**config.mk**
```make
export PLATFORM = sky130hd
export DESIGN_NAME = alu_arbiter
export DESIGN_NICKNAME = d
export VERILOG_FILES = /design/src/rtl/alu_pkg.sv /design/src/rtl/rr_arb2.sv /design/src/rtl/alu_arbiter.sv
export SDC_FILE = /design/constraint.sdc
export NUM_CORES = 1
export LEC_CHECK = 0
export CORE_MARGIN = 4
export CORE_UTILIZATION = 44
export CTS_CLUSTER_DIAMETER = 50
export DETAILED_ROUTE_END_ITERATION = 10
export PLACE_DENSITY_LB_ADDON = 0.2
export SLEW_MARGIN = 5
export SYNTH_ARGS = -nofsm -noshare
export SYNTH_HDL_FRONTEND = slang
export SYNTH_SLANG_ARGS = --single-unit
```
**constraint.sdc**
```tcl
create_clock -name clk -period 4.8 [get_ports clk]
set_input_delay 1.44 -clock clk [delete_from_list [all_inputs] [get_ports clk]]
set_output_delay 1.44 -clock clk [all_outputs]
set_load 0.02 [all_outputs]
```
**src/rtl/alu_pkg.sv**
```systemverilog
// Shared definitions for the ALU arbiter: ALU opcodes, controller states and
// the opcode legality check used before a request is sent to the ALU.
package alu_pkg;

  localparam logic [3:0] NOOP  = 4'd0;
  localparam logic [3:0] ADD   = 4'd1;
  localparam logic [3:0] SUB   = 4'd2;
  localparam logic [3:0] MULT  = 4'd3;
  localparam logic [3:0] DIV   = 4'd4;
  localparam logic [3:0] AND   = 4'd5;
  localparam logic [3:0] OR    = 4'd6;
  localparam logic [3:0] XOR   = 4'd7;
  localparam logic [3:0] NOT   = 4'd8;
  localparam logic [3:0] RESET = 4'd15;

  // Widest operand the legality check can inspect; callers zero-extend into it.
  localparam int OPND_MAX_W = 64;

  typedef enum logic [1:0] {
    IDLE = 2'd0,
    EXEC = 2'd1,
    RESP = 2'd2
  } state_e;

  function automatic logic op_legal(input logic [3:0] op, input logic [OPND_MAX_W-1:0] in2);
    logic legal;
    case (op)
      NOOP, ADD, SUB, MULT, AND, OR, XOR, NOT: legal = 1'b1;
      DIV:     legal = (in2 != '0);
      RESET:   legal = 1'b0;
      default: legal = 1'b0;
    endcase
    return legal;
  endfunction

endpackage

```
**src/rtl/rr_arb2.sv**
```systemverilog
// Two-way round-robin grant. The grant is combinational; the requester that
// won most recently loses a tie on the next arbitration.
module rr_arb2 (
  input  logic       clk_i,
  input  logic       clear_i,
  input  logic       en_i,
  input  logic [1:0] req_i,
  output logic [1:0] gnt_o,
  output logic       gntId_o
);

  logic lastGrant_q;
  logic lastGrant_d;

  always_comb begin
    gnt_o = 2'b00;
    if (en_i) begin
      unique case (req_i)
        2'b01:   gnt_o = 2'b01;
        2'b10:   gnt_o = 2'b10;
        2'b11:   gnt_o = lastGrant_q ? 2'b01 : 2'b10;
        default: gnt_o = 2'b00;
      endcase
    end
    gntId_o     = gnt_o[1];
    lastGrant_d = (|gnt_o) ? gnt_o[1] : lastGrant_q;
  end

  // Out of reset requester 1 counts as the last winner, so requester 0 wins the first tie.
  always_ff @(posedge clk_i or posedge clear_i) begin
    if (clear_i) lastGrant_q <= 1'b1;
    else         lastGrant_q <= lastGrant_d;
  end

endmodule

```
**src/rtl/alu_arbiter.sv**
```systemverilog
// Shares one combinational ALU between two requesters: arbitrates, holds the
// winner's operands on the ALU for ALU_LAT cycles and returns a tagged response.
module alu_arbiter
  import alu_pkg::*;
#(
  parameter int W       = 16,
  parameter int ALU_LAT = 1
) (
  input  logic         clk,
  input  logic         clear,
  input  logic         req0_valid,
  output logic         req0_ready,
  input  logic [W-1:0] req0_in1,
  input  logic [W-1:0] req0_in2,
  input  logic [3:0]   req0_op,
  input  logic         req1_valid,
  output logic         req1_ready,
  input  logic [W-1:0] req1_in1,
  input  logic [W-1:0] req1_in2,
  input  logic [3:0]   req1_op,
  output logic [W-1:0] alu_in1,
  output logic [W-1:0] alu_in2,
  output logic [3:0]   alu_opcode,
  input  logic [W-1:0] alu_result,
  output logic         rsp_valid,
  output logic         rsp_id,
  output logic [W-1:0] rsp_data,
  output logic         rsp_err,
  output logic         busy
);

  localparam int               CNT_W    = $clog2(ALU_LAT + 1);
  localparam logic [CNT_W-1:0] LAST_CNT = CNT_W'(ALU_LAT - 1);

  state_e             state_q, state_d;
  logic [W-1:0]       in1_q, in1_d;
  logic [W-1:0]       in2_q, in2_d;
  logic [3:0]         op_q, op_d;
  logic               id_q, id_d;
  logic [CNT_W-1:0]   latCnt_q, latCnt_d;
  logic [W-1:0]       rspData_q, rspData_d;
  logic               rspErr_q, rspErr_d;

  logic [1:0]         gnt;
  logic               gntId;
  logic               accept;
  logic [W-1:0]       selIn1;
  logic [W-1:0]       selIn2;
  logic [3:0]         selOp;

  // Ready must stay low while clear is held, even though the state already reads IDLE.
  rr_arb2 u_arb (
    .clk_i   (clk),
    .clear_i (clear),
    .en_i    ((state_q == IDLE) && !clear),
    .req_i   ({req1_valid, req0_valid}),
    .gnt_o   (gnt),
    .gntId_o (gntId)
  );

  assign accept = |gnt;
  assign selIn1 = gntId ? req1_in1 : req0_in1;
  assign selIn2 = gntId ? req1_in2 : req0_in2;
  assign selOp  = gntId ? req1_op  : req0_op;

  always_ff @(posedge clk or posedge clear) begin
    if (clear) state_q <= IDLE;
    else       state_q <= state_d;
  end

  always_comb begin
    state_d   = state_q;
    in1_d     = in1_q;
    in2_d     = in2_q;
    op_d      = op_q;
    id_d      = id_q;
    latCnt_d  = latCnt_q;
    rspData_d = rspData_q;
    rspErr_d  = rspErr_q;
    unique case (state_q)
      IDLE: begin
        if (accept) begin
          in1_d    = selIn1;
          in2_d    = selIn2;
          op_d     = selOp;
          id_d     = gntId;
          latCnt_d = '0;
          if (op_legal(selOp, OPND_MAX_W'(selIn2))) begin
            state_d = EXEC;
          end else begin
            state_d   = RESP;
            rspData_d = '0;
            rspErr_d  = 1'b1;
          end
        end
      end
      EXEC: begin
        if (latCnt_q == LAST_CNT) begin
          rspData_d = alu_result;
          rspErr_d  = 1'b0;
          state_d   = RESP;
        end else begin
          latCnt_d = latCnt_q + 1'b1;
        end
      end
      RESP:    state_d = IDLE;
      default: state_d = IDLE;
    endcase
  end

  always_ff @(posedge clk or posedge clear) begin
    if (clear) begin
      in1_q     <= '0;
      in2_q     <= '0;
      op_q      <= NOOP;
      id_q      <= 1'b0;
      latCnt_q  <= '0;
      rspData_q <= '0;
      rspErr_q  <= 1'b0;
    end else begin
      in1_q     <= in1_d;
      in2_q     <= in2_d;
      op_q      <= op_d;
      id_q      <= id_d;
      latCnt_q  <= latCnt_d;
      rspData_q <= rspData_d;
      rspErr_q  <= rspErr_d;
    end
  end

  // The ALU only sees real operands during EXEC; otherwise it idles on NOOP with zeros.
  always_comb begin
    req0_ready = gnt[0];
    req1_ready = gnt[1];
    busy       = (state_q != IDLE);
    alu_in1    = '0;
    alu_in2    = '0;
    alu_opcode = NOOP;
    rsp_valid  = 1'b0;
    rsp_id     = 1'b0;
    rsp_data   = '0;
    rsp_err    = 1'b0;
    unique case (state_q)
      EXEC: begin
        alu_in1    = in1_q;
        alu_in2    = in2_q;
        alu_opcode = op_q;
      end
      RESP: begin
        rsp_valid = 1'b1;
        rsp_id    = id_q;
        rsp_data  = rspData_q;
        rsp_err   = rspErr_q;
      end
      default: ;
    endcase
  end

endmodule

```
## Word-level counts from Yosys, hierarchy flattened

Cells that the tools add are included.

| storage, ports and cells | value |
|---|---|
| flip-flop bits (word level) | 58 |
| bits of input ports | 92 |

| cells by class | value |
|---|---|
| reductions and logical operators | 13 |
| equal/unequal tests | 16 |
| muxes and demuxes | 31 |
| add/subtract/negate cells | 1 |

Operators by type and width:

| operator | count |
|---|---|
| 16-bit 2-to-1 mux | 8 |
| 16-bit case mux with 2 select lines | 1 |
| 4-bit by 3-bit == test with 1-bit output (second input constant) | 4 |
| 16-bit nonzero test | 1 |
| 1-bit 2-to-1 mux | 10 |
| 2-bit 2-to-1 mux | 5 |
| 4-bit by 2-bit == test with 1-bit output (second input constant) | 2 |
| 4-bit 2-to-1 mux | 2 |
| 8-bit OR reduction | 1 |
| 2-bit == test (second input constant) | 3 |
| 2-bit != test (second input constant) | 3 |
| 1-bit case mux with 2 select lines | 3 |
| 2-bit case mux with 3 select lines | 1 |
| 2-bit AND reduction | 3 |
| 2-bit by 1-bit == test with 1-bit output (second input constant) | 2 |
| 4-bit by 1-bit == test with 1-bit output (second input constant) | 1 |
| 4-bit == test (second input constant) | 1 |
| 4-bit zero test | 1 |
| 2-bit case mux with 2 select lines | 1 |
| 4-bit AND reduction | 1 |
| 2-bit nonzero test | 2 |
| 2-bit zero test | 1 |
| 2-bit OR reduction | 1 |
| 1-bit adder (second input constant) | 1 |
| 2 further kinds | 2 |

## Depth between registers and ports, before layout

Gate-level depths: netlist of run 1.

| logic depth | value |
|---|---|
| word-level depth | 12 |
| gate-level depth with buffers | 7 |
| depth with buffers taken out | 6 |

## Hierarchy

From an unflattened synthesis of run 1, not the netlist that was laid out.

| unflattened totals | value |
|---|---|
| cell total of the unflattened synthesis | 300 |
| area, all modules | 2,966.6 sq um |

Modules (own cells, without submodules):

| module | area an instance (sq um) | times used | cells an instance | seq. area each (sq um) |
|---|---|---|---|---|
| alu_arbiter | 2,892.8 | 1 | 290 | 1,401.3 |
| rr_arb2 | 73.8 | 1 | 10 | 26.3 |

## Worst setup path before layout of run 1

Ideal clock, no wire load.

| timing path | value |
|---|---|
| kind | input-to-output |
| start | input port clear |
| end | output port req0_ready |
| stages | 5 |
| path slack | 1.039 ns |
| arrival | 2.321 ns |
| cell sequence | nor3_4 nand3_1 inv_1 buf_2 buf_2 |

| on the way | value |
|---|---|
| longest elaborated chain between the ends | 3 |

Ends and longest elaborated chain:

| item | line | text |
|---|---|---|
| start, declared | alu_arbiter.sv:10 | `input logic clear,` |
| 1-bit zero test (no source line) | n/a |  |
| 1-bit logical AND | alu_arbiter.sv:55 | `.en_i ((state_q == IDLE) && !clear),` |
| 2-bit 2-to-1 mux | rr_arb2.sv:17 | `if (en_i) begin` |
| end, declared | alu_arbiter.sv:12 | `output logic req0_ready,` |

Every way passes these cells.

## Final worst setup path of run 1

Ends and elaborated chain as after synthesis.

==> impl_metrics.json, run 1 <==
{
  "ir_worst_vdd_mv": 0.266,
  "fmax_mhz": 222,
  "clock_skew_ns": 0.00931,
  "die_area_um2": 8200,
  "seq_area_um2": 1430,
  "critical_path_class": "in -> out",
  "yosys_warnings": 0,
  "drc": 0,
  "seqPwrFrac_pct": 40.9,
  "reg2reg_depth": 7,
  "ios": 150,
  "core_um2": 6490,
  "initial_utilization_pct": 46.2,
  "tritoncts": "yes",
  "netlist_area_um2": 3000,
  "setup_viol_count_final": 0,
  "root_buffer": "clkbuf_8",
  "wl_um": 9110,
  "critPathArrivalTime_ns": 3.07,
  "intPower_mw": 1.38,
  "drv_slew": 0,
  "synth_most_common_cell": "nand2_1",
  "total_power_mw": 2.05,
  "htree_levels": 3,
  "postCtsSetupRepairBufs": 0,
  "grt_start_max_net_pins": 77,
  "drt_iter0_markers": 144,
  "crit_start": "clear",
  "finalCritPeriodShare_pct": 93.9,
  "clk_latency_ns": 0.33,
  "rr_startpoint": "state_q[0]$_DFFE_PP0P_",
  "tritoncts.num_buffers": 9,
  "grt_usage_pct": 21.6,
  "syn_nets": 437,
  "timing.final.crit_period_ns": 4.51,
  "grt_pass1_vias": 2943,
  "holdCritPathClass": "reg -> reg",
  "p_comb_share_pct": 37.3,
  "cts_buffer_depth": 2,
  "cts.clk_slew.worst_paths_ns": 0.06,
  "antenna_found_initial": 0,
  "synth_edf_count": 0,
  "port_buffers": 149,
  "switchingPower_mw": 0.673,
  "worst-endpoint-required_ns": 3.36,
  "synth_top_area_cell": "dfrtp_1",
  "slew_headroom_pct": 34.5,
  "cp-end-kind": "primary output",
  "synth_top_area_share_pct": 46.7,
  "cts-resized-gates": 0,
  "wire_per_inst_um": 16.0,
  "crit_end": "req0_ready",
  "yosysSeqAreaShare_pct": 47.6,
  "die_y_um": 90.6,
  "pwr_density_cell_nw_per_um2": 433,
  "finalSetupTns_ns": 0,
  "clock_power_share_pct": 21.8,
  "hpwl_um": 6550,
  "worst_pin_slew_ns": 0.981,
  "synthCells": 345,
  "synth-main-ff-cell": "dfrtp_1",
  "vias_per_cell": 5.32,
  "grt_overflow": 0,
  "synth_area_per_cell_um2": 8.69,
  "p_leak_nw": 2.02,
  "dr.pass1.iters": 5,
  "drive_gt1_share_pct": 8.15,
  "yosysUniqueCellTypes": 40,
  "antenna_left": 0,
  "gp_congestion": 0.825,
  "status": "finished clean",
  "cp_max_fo": 5,
  "syn_to_final_growth_pct": 57.8,
  "hold_slack_ns": 0.474,
  "cpMostUsedCell": "clkdlybuf4s50_1",
  "nFillCells": 506,
  "sw_frac_of_total_pct": 32.8,
  "drv_cap": 0,
  "holdBufCountCts": 0,
  "ys_top_cells_by_area": "dfrtp_1, and2_1, nand2_1, a31oi_1, nor2_1",
  "cts_sinks": 57,
  "slowest_stage": "clkdlybuf4s50_1",
  "synth.top_cells.by_count": "nand2_1, dfrtp_1, and2_1",
  "synth-seq-cells": 57,
  "n_antenna_cell": 0,
  "rsz0062_at_grt": "false",
  "async_flop_share_pct": 100,
  "die_x_um": 90.6,
  "regToRegSetupSlack_ns": 2.61,
  "cp_cell_sequence": "clkdlybuf4s50_1 > nor3_4 > nand3_1 > inv_1 > clkdlybuf4s50_1",
  "rows": 29,
  "reg2reg_to": "state_q[0]$_DFFE_PP0P_",
  "grt_pass1_wl_um": 14500,
  "crit_path_start_kind": "input pin",
  "route.vias.total": 3019,
  "multi_input_area_um2": 1460,
  "finalNetCount": 579,
  "finalHoldViolCount": 0,
  "slowest_delay_ns": 0.62
}
## cell usage in the layout, fill, tap and decap left out, types with 3 or more instances in the layout
master / n
and2_1: 54
buf_4: 6
nor2_1: 40
dfrtp_1: 56
a31oi_1: 36
nand3_1: 3
a22o_1: 11
a22o_2: 5
clkdlybuf4s50_1: 149
nand2_1: 77
clkbuf_8: 11
nor4_1: 5
## cell families (layout without fill, tap and decap cells)
family,Yosys count,count (layout),synth area share (%)
AND/OR/NAND/NOR,195,195,31.7
flip-flops,57,57,47.6
buffers and inverters,28,174,3.92
AO/OA/AOI/OAI,65,65,16.8
## metrics by stage
stage	cell area [µm²]	worst slack (ns)	utilization, %	instances
3_5_place_dp	4540	0.290	69.9	553
6_report	4730	0.294	72.9	568
3_3_place_gp	4540	0.306	69.9	553
4_1_cts	4730	0.283	72.9	568
5_1_grt	4730	0.229	72.9	568
2_1_floorplan	3000	1.04	-	345
## power by group through the flow
stage          clock network, mW  registers, mW  logic, mW
2_1_floorplan                  0          0.807      0.484
3_3_place_gp                   0          0.829      0.755
3_5_place_dp                   0          0.846      0.767
4_1_cts                    0.458          0.839      0.774
5_1_grt                    0.478          0.869      0.837
6_report                   0.447          0.838      0.764
## per-layer routing
| metal | global-route usage (%) | vias to the layer above | share of wire (%) |
|---|---|---|---|
| met3 | 5.67 | 13 | 7.7 |
| li1 | - | 1458 | - |
| met2 | 36.1 | 123 | 49 |
| met1 | 26.9 | 1425 | 42 |
| met5 | 0 | - | 0 |
| met4 | 7.91 | 0 | 1.7 |
## worst max-delay path, delay by kind of cell
kind / cells / cell delay [ns]
buffers and inverters: 3 / 1.19
AND/OR/NAND/NOR: 2 / 0.44
## registers in the layout, summed over array words and instances (netlist names)
| register | count |
|---|---|
| in1_q | 16 |
| in2_q | 16 |
| rspData_q | 16 |
| op_q | 4 |
| state_q | 2 |
| id_q | 1 |
| rspErr_q | 1 |
| u_arb.lastGrant_q | 1 |
## layout make-up
| class | count | area share, % |
|---|---|---|
| clock buffers | 12 | 3.28 |
| clock inverters | 3 | 0.846 |
| inverters | 4 | 0.317 |
| multi-input cells | 260 | 30.9 |
| flip-flops and latches | 57 | 30.2 |
| well taps | 77 | 2.04 |
| repair buffers | 155 | 32.5 |
## worst min path at each step
stage,startpoint,end,slack (ns),depth (start not counted)
finish,id_q$_DFFE_PP0P_,id_q$_DFFE_PP0P_,0.47,2
CTS,id_q$_DFFE_PP0P_,id_q$_DFFE_PP0P_,0.48,2
global placement,id_q$_DFFE_PP0P_,id_q$_DFFE_PP0P_,0.45,2
detailed placement,id_q$_DFFE_PP0P_,id_q$_DFFE_PP0P_,0.46,2
floorplan,id_q$_DFFE_PP0P_,id_q$_DFFE_PP0P_,0.44,2
global route,u_arb.lastGrant_q$_DFFE_PP1P_,u_arb.lastGrant_q$_DFFE_PP1P_,0.50,2
(Power assumes the default switching activity.)
==> inputs of run 2 (changes only) <==
--- a/config.mk
+++ b/config.mk
@@ -5,6 +5,7 @@
 export SDC_FILE = /design/constraint.sdc
 export NUM_CORES = 1
 export LEC_CHECK = 0
+export ABC_AREA = 1
 export CORE_MARGIN = 4
 export CORE_UTILIZATION = 44
 export CTS_CLUSTER_DIAMETER = 50
==> run 2 against run 1 <==
  * Wire length is 1.6% lower
  * Via count is 7.3% higher
  * Sequential cell count stayed put
  * Cell area is 1.5% higher
  * Clock skew is 0.00079 ns lower
  * Hold slack better by 0.010 ns
  * Non-clock buffer count stayed put
  * Count of clock-buffer cells in the layout is 1 higher
==> impl_metrics.json, run 2 <==
{
  "status": "finished clean",
  "crit_path_start_kind": "input pin",
  "ys_top_cells_by_area": "dfrtp_1, nand2_1, nor2_1, inv_1, o21ai_0",
  "grt_usage_pct": 21.2,
  "cts_buffer_depth": 2,
  "slowest_delay_ns": 0.64,
  "critPathArrivalTime_ns": 2.88,
  "synth-seq-cells": 57,
  "synth_most_common_cell": "nand2_1",
  "placed_cells": 660,
  "worst-endpoint-required_ns": 3.36,
  "slew_headroom_pct": 44.1,
  "yosysSeqAreaShare_pct": 46.4,
  "reg.largest.list": "in1_q: 16 flops, in2_q: 16 flops, rspData_q: 16 flops",
  "rr_startpoint": "u_arb.lastGrant_q$_DFFE_PP1P_",
  "dpl_cell_area_um2": 4630,
  "grt_overflow": 0,
  "timing.final.crit_period_ns": 4.32,
  "tritoncts": "yes",
  "tritoncts.num_buffers": 9,
  "synth_top_area_cell": "dfrtp_1",
  "yosysUniqueCellTypes": 24,
  "multi_input_area_um2": 1300,
  "htree_levels": 3,
  "wire_per_inst_um": 13.3,
  "hold_path_depth": 2,
  "vias_per_cell": 4.79,
  "clk_latency_ns": 0.32,
  "finalSetupTns_ns": 0,
  "worst_pin_slew_ns": 0.837,
  "wl_um": 8970,
  "layout.cells.non_filler": 676,
  "nFillCells": 579,
  "sw_frac_of_total_pct": 39.8,
  "rows": 30,
  "cp_cell_sequence": "clkdlybuf4s50_1 > inv_2 > nand2_4 > nor2_2 > clkdlybuf4s50_1",
  "ios": 150,
  "synth_area_per_cell_um2": 7.17,
  "netlist_area_um2": 3080,
  "yosys_warnings": 0,
  "cp_max_fo": 5,
  "postCtsSetupRepairBufs": 0,
  "grt_pass1_wl_um": 14400,
  "clock_power_share_pct": 17.7,
  "cpMostUsedCell": "clkdlybuf4s50_1",
  "worstHoldStart": "u_arb.lastGrant_q$_DFFE_PP1P_",
  "p_leak_nw": 2.27,
  "switchingPower_mw": 0.892,
  "hpwl_um": 6480,
  "grt_start_max_net_pins": 58,
  "cts-resized-gates": 0,
  "stdcell_area_um2": 4800,
  "reg2reg_to": "rspData_q[4]$_DFFE_PP0P_",
  "grt_pass1_vias": 3028,
  "clock_skew_ns": 0.00852,
  "seqPwrFrac_pct": 35.3,
  "seq_area_um2": 1430,
  "antenna_left": 0,
  "synthCells": 429,
  "root_buffer": "clkbuf_8",
  "antenna_found_initial": 0,
  "dr.pass1.iters": 4,
  "synth-main-ff-cell": "dfrtp_1",
  "synth_edf_count": 0,
  "pwr_density_cell_nw_per_um2": 467,
  "cts_sinks": 57,
  "ir_worst_vdd_mv": 0.191,
  "synth_top_area_share_pct": 45.6,
  "finalCritPeriodShare_pct": 89.9,
  "critical_path_class": "in -> out",
  "drv_cap": 0,
  "regToRegSetupSlack_ns": 2.44,
  "finalHoldViolCount": 0,
  "die_y_um": 91.6,
  "drt_iter0_markers": 97,
  "setup_viol_count_final": 0,
  "route.vias.total": 3240,
  "drive_gt1_share_pct": 8.28,
  "initial_utilization_pct": 45.3,
  "n_antenna_cell": 0,
  "mostFrequentLayoutCell": "clkdlybuf4s50_1",
  "synth.top_cells.by_count": "nand2_1, nor2_1, inv_1",
  "drc": 0,
  "syn_to_final_growth_pct": 56.2,
  "gp_congestion": 0.764,
  "port_buffers": 149,
  "hold_path_end": "u_arb.lastGrant_q$_DFFE_PP1P_",
  "finalNetCount": 667,
  "async_flop_share_pct": 100,
  "layout_common_cells": "clkdlybuf4s50_1, nand2_1, nor2_1, inv_1, dfrtp_1",
  "cp-end-kind": "primary output",
  "core_um2": 6790,
  "die_area_um2": 8390,
  "die_x_um": 91.6,
  "timing.final.ws_setup_ns": 0.483,
  "holdBufCountCts": 0,
  "p_comb_share_pct": 47.0,
  "reg2reg_depth": 12,
  "drv_slew": 0,
  "syn_nets": 521,
  "pre_cts_ws_ns": 0.478,
  "rsz0062_at_grt": "false",
  "cts.clk_slew.worst_paths_ns": 0.06,
  "slowest_stage": "clkdlybuf4s50_1",
  "holdCritPathClass": "reg -> reg",
  "total_power_mw": 2.24,
  "intPower_mw": 1.35,
  "fmax_mhz": 232
}
==> run 2: final cells by class <==
type	instances	share of cell area, %
clock buffers	13	3.31
clock inverters	3	0.313
inverters	66	5.16
multi-input cells	286	27.0
flip-flops and latches	57	29.7
well taps	96	2.50
repair buffers	155	32.0
==> run 2: cells by family after synthesis <==
kind of cell	count (synthesis)	synth area share [%]
compound gates	63	11.0
buf+inv	86	11.4
flops	57	46.4
simple gates	223	31.2
==> run 2: worst max-delay path, delay by kind of cell <==
family | cells | cell delay (ns)
buffers and inverters | 3 | 1.22
and+or+nand+nor | 2 | 0.22
==> run 2: worst max path at each step <==
| stage | from | endpoint | slack [ns] | depth (start not counted) |
|---|---|---|---|---|
| 3_5_place_dp | clear | req0_ready | 0.48 | 5 |
| 4_1_cts | clear | req0_ready | 0.48 | 5 |
| 6_report | clear | req0_ready | 0.48 | 5 |
| 2_1_floorplan | clear | req1_ready | 0.30 | 5 |
| 5_1_grt | clear | req0_ready | 0.42 | 5 |
| 3_3_place_gp | clear | req0_ready | 0.47 | 5 |
==> run 2: metrics by stage <==
stage,utilization [%],hold slack [ns]
5_1_grt,70.7,0.523
3_5_place_dp,68.1,0.477
2_1_floorplan,-,0.449
3_3_place_gp,68.1,0.466
4_1_cts,70.7,0.492
6_report,70.7,0.484
==> run 2: routing by layer <==
layer  global-route usage [%]  wire length [µm]  vias up
met5                        0                 0        -
met4                     6.53               136        0
met3                     7.95               787       12
met2                     33.0              4250      115
met1                     27.3              3800     1515
li1                         -                 -     1598
==> run 2: power groups by stage <==
stage	clock, mW	combinational, mW	sequential [mW]
after floorplan	0	0.676	0.778
after global placement	0	1.03	0.791
after detailed placement	0	1.06	0.801
after CTS	0.405	1.06	0.794
after global routing	0.427	1.18	0.812
final	0.396	1.05	0.792
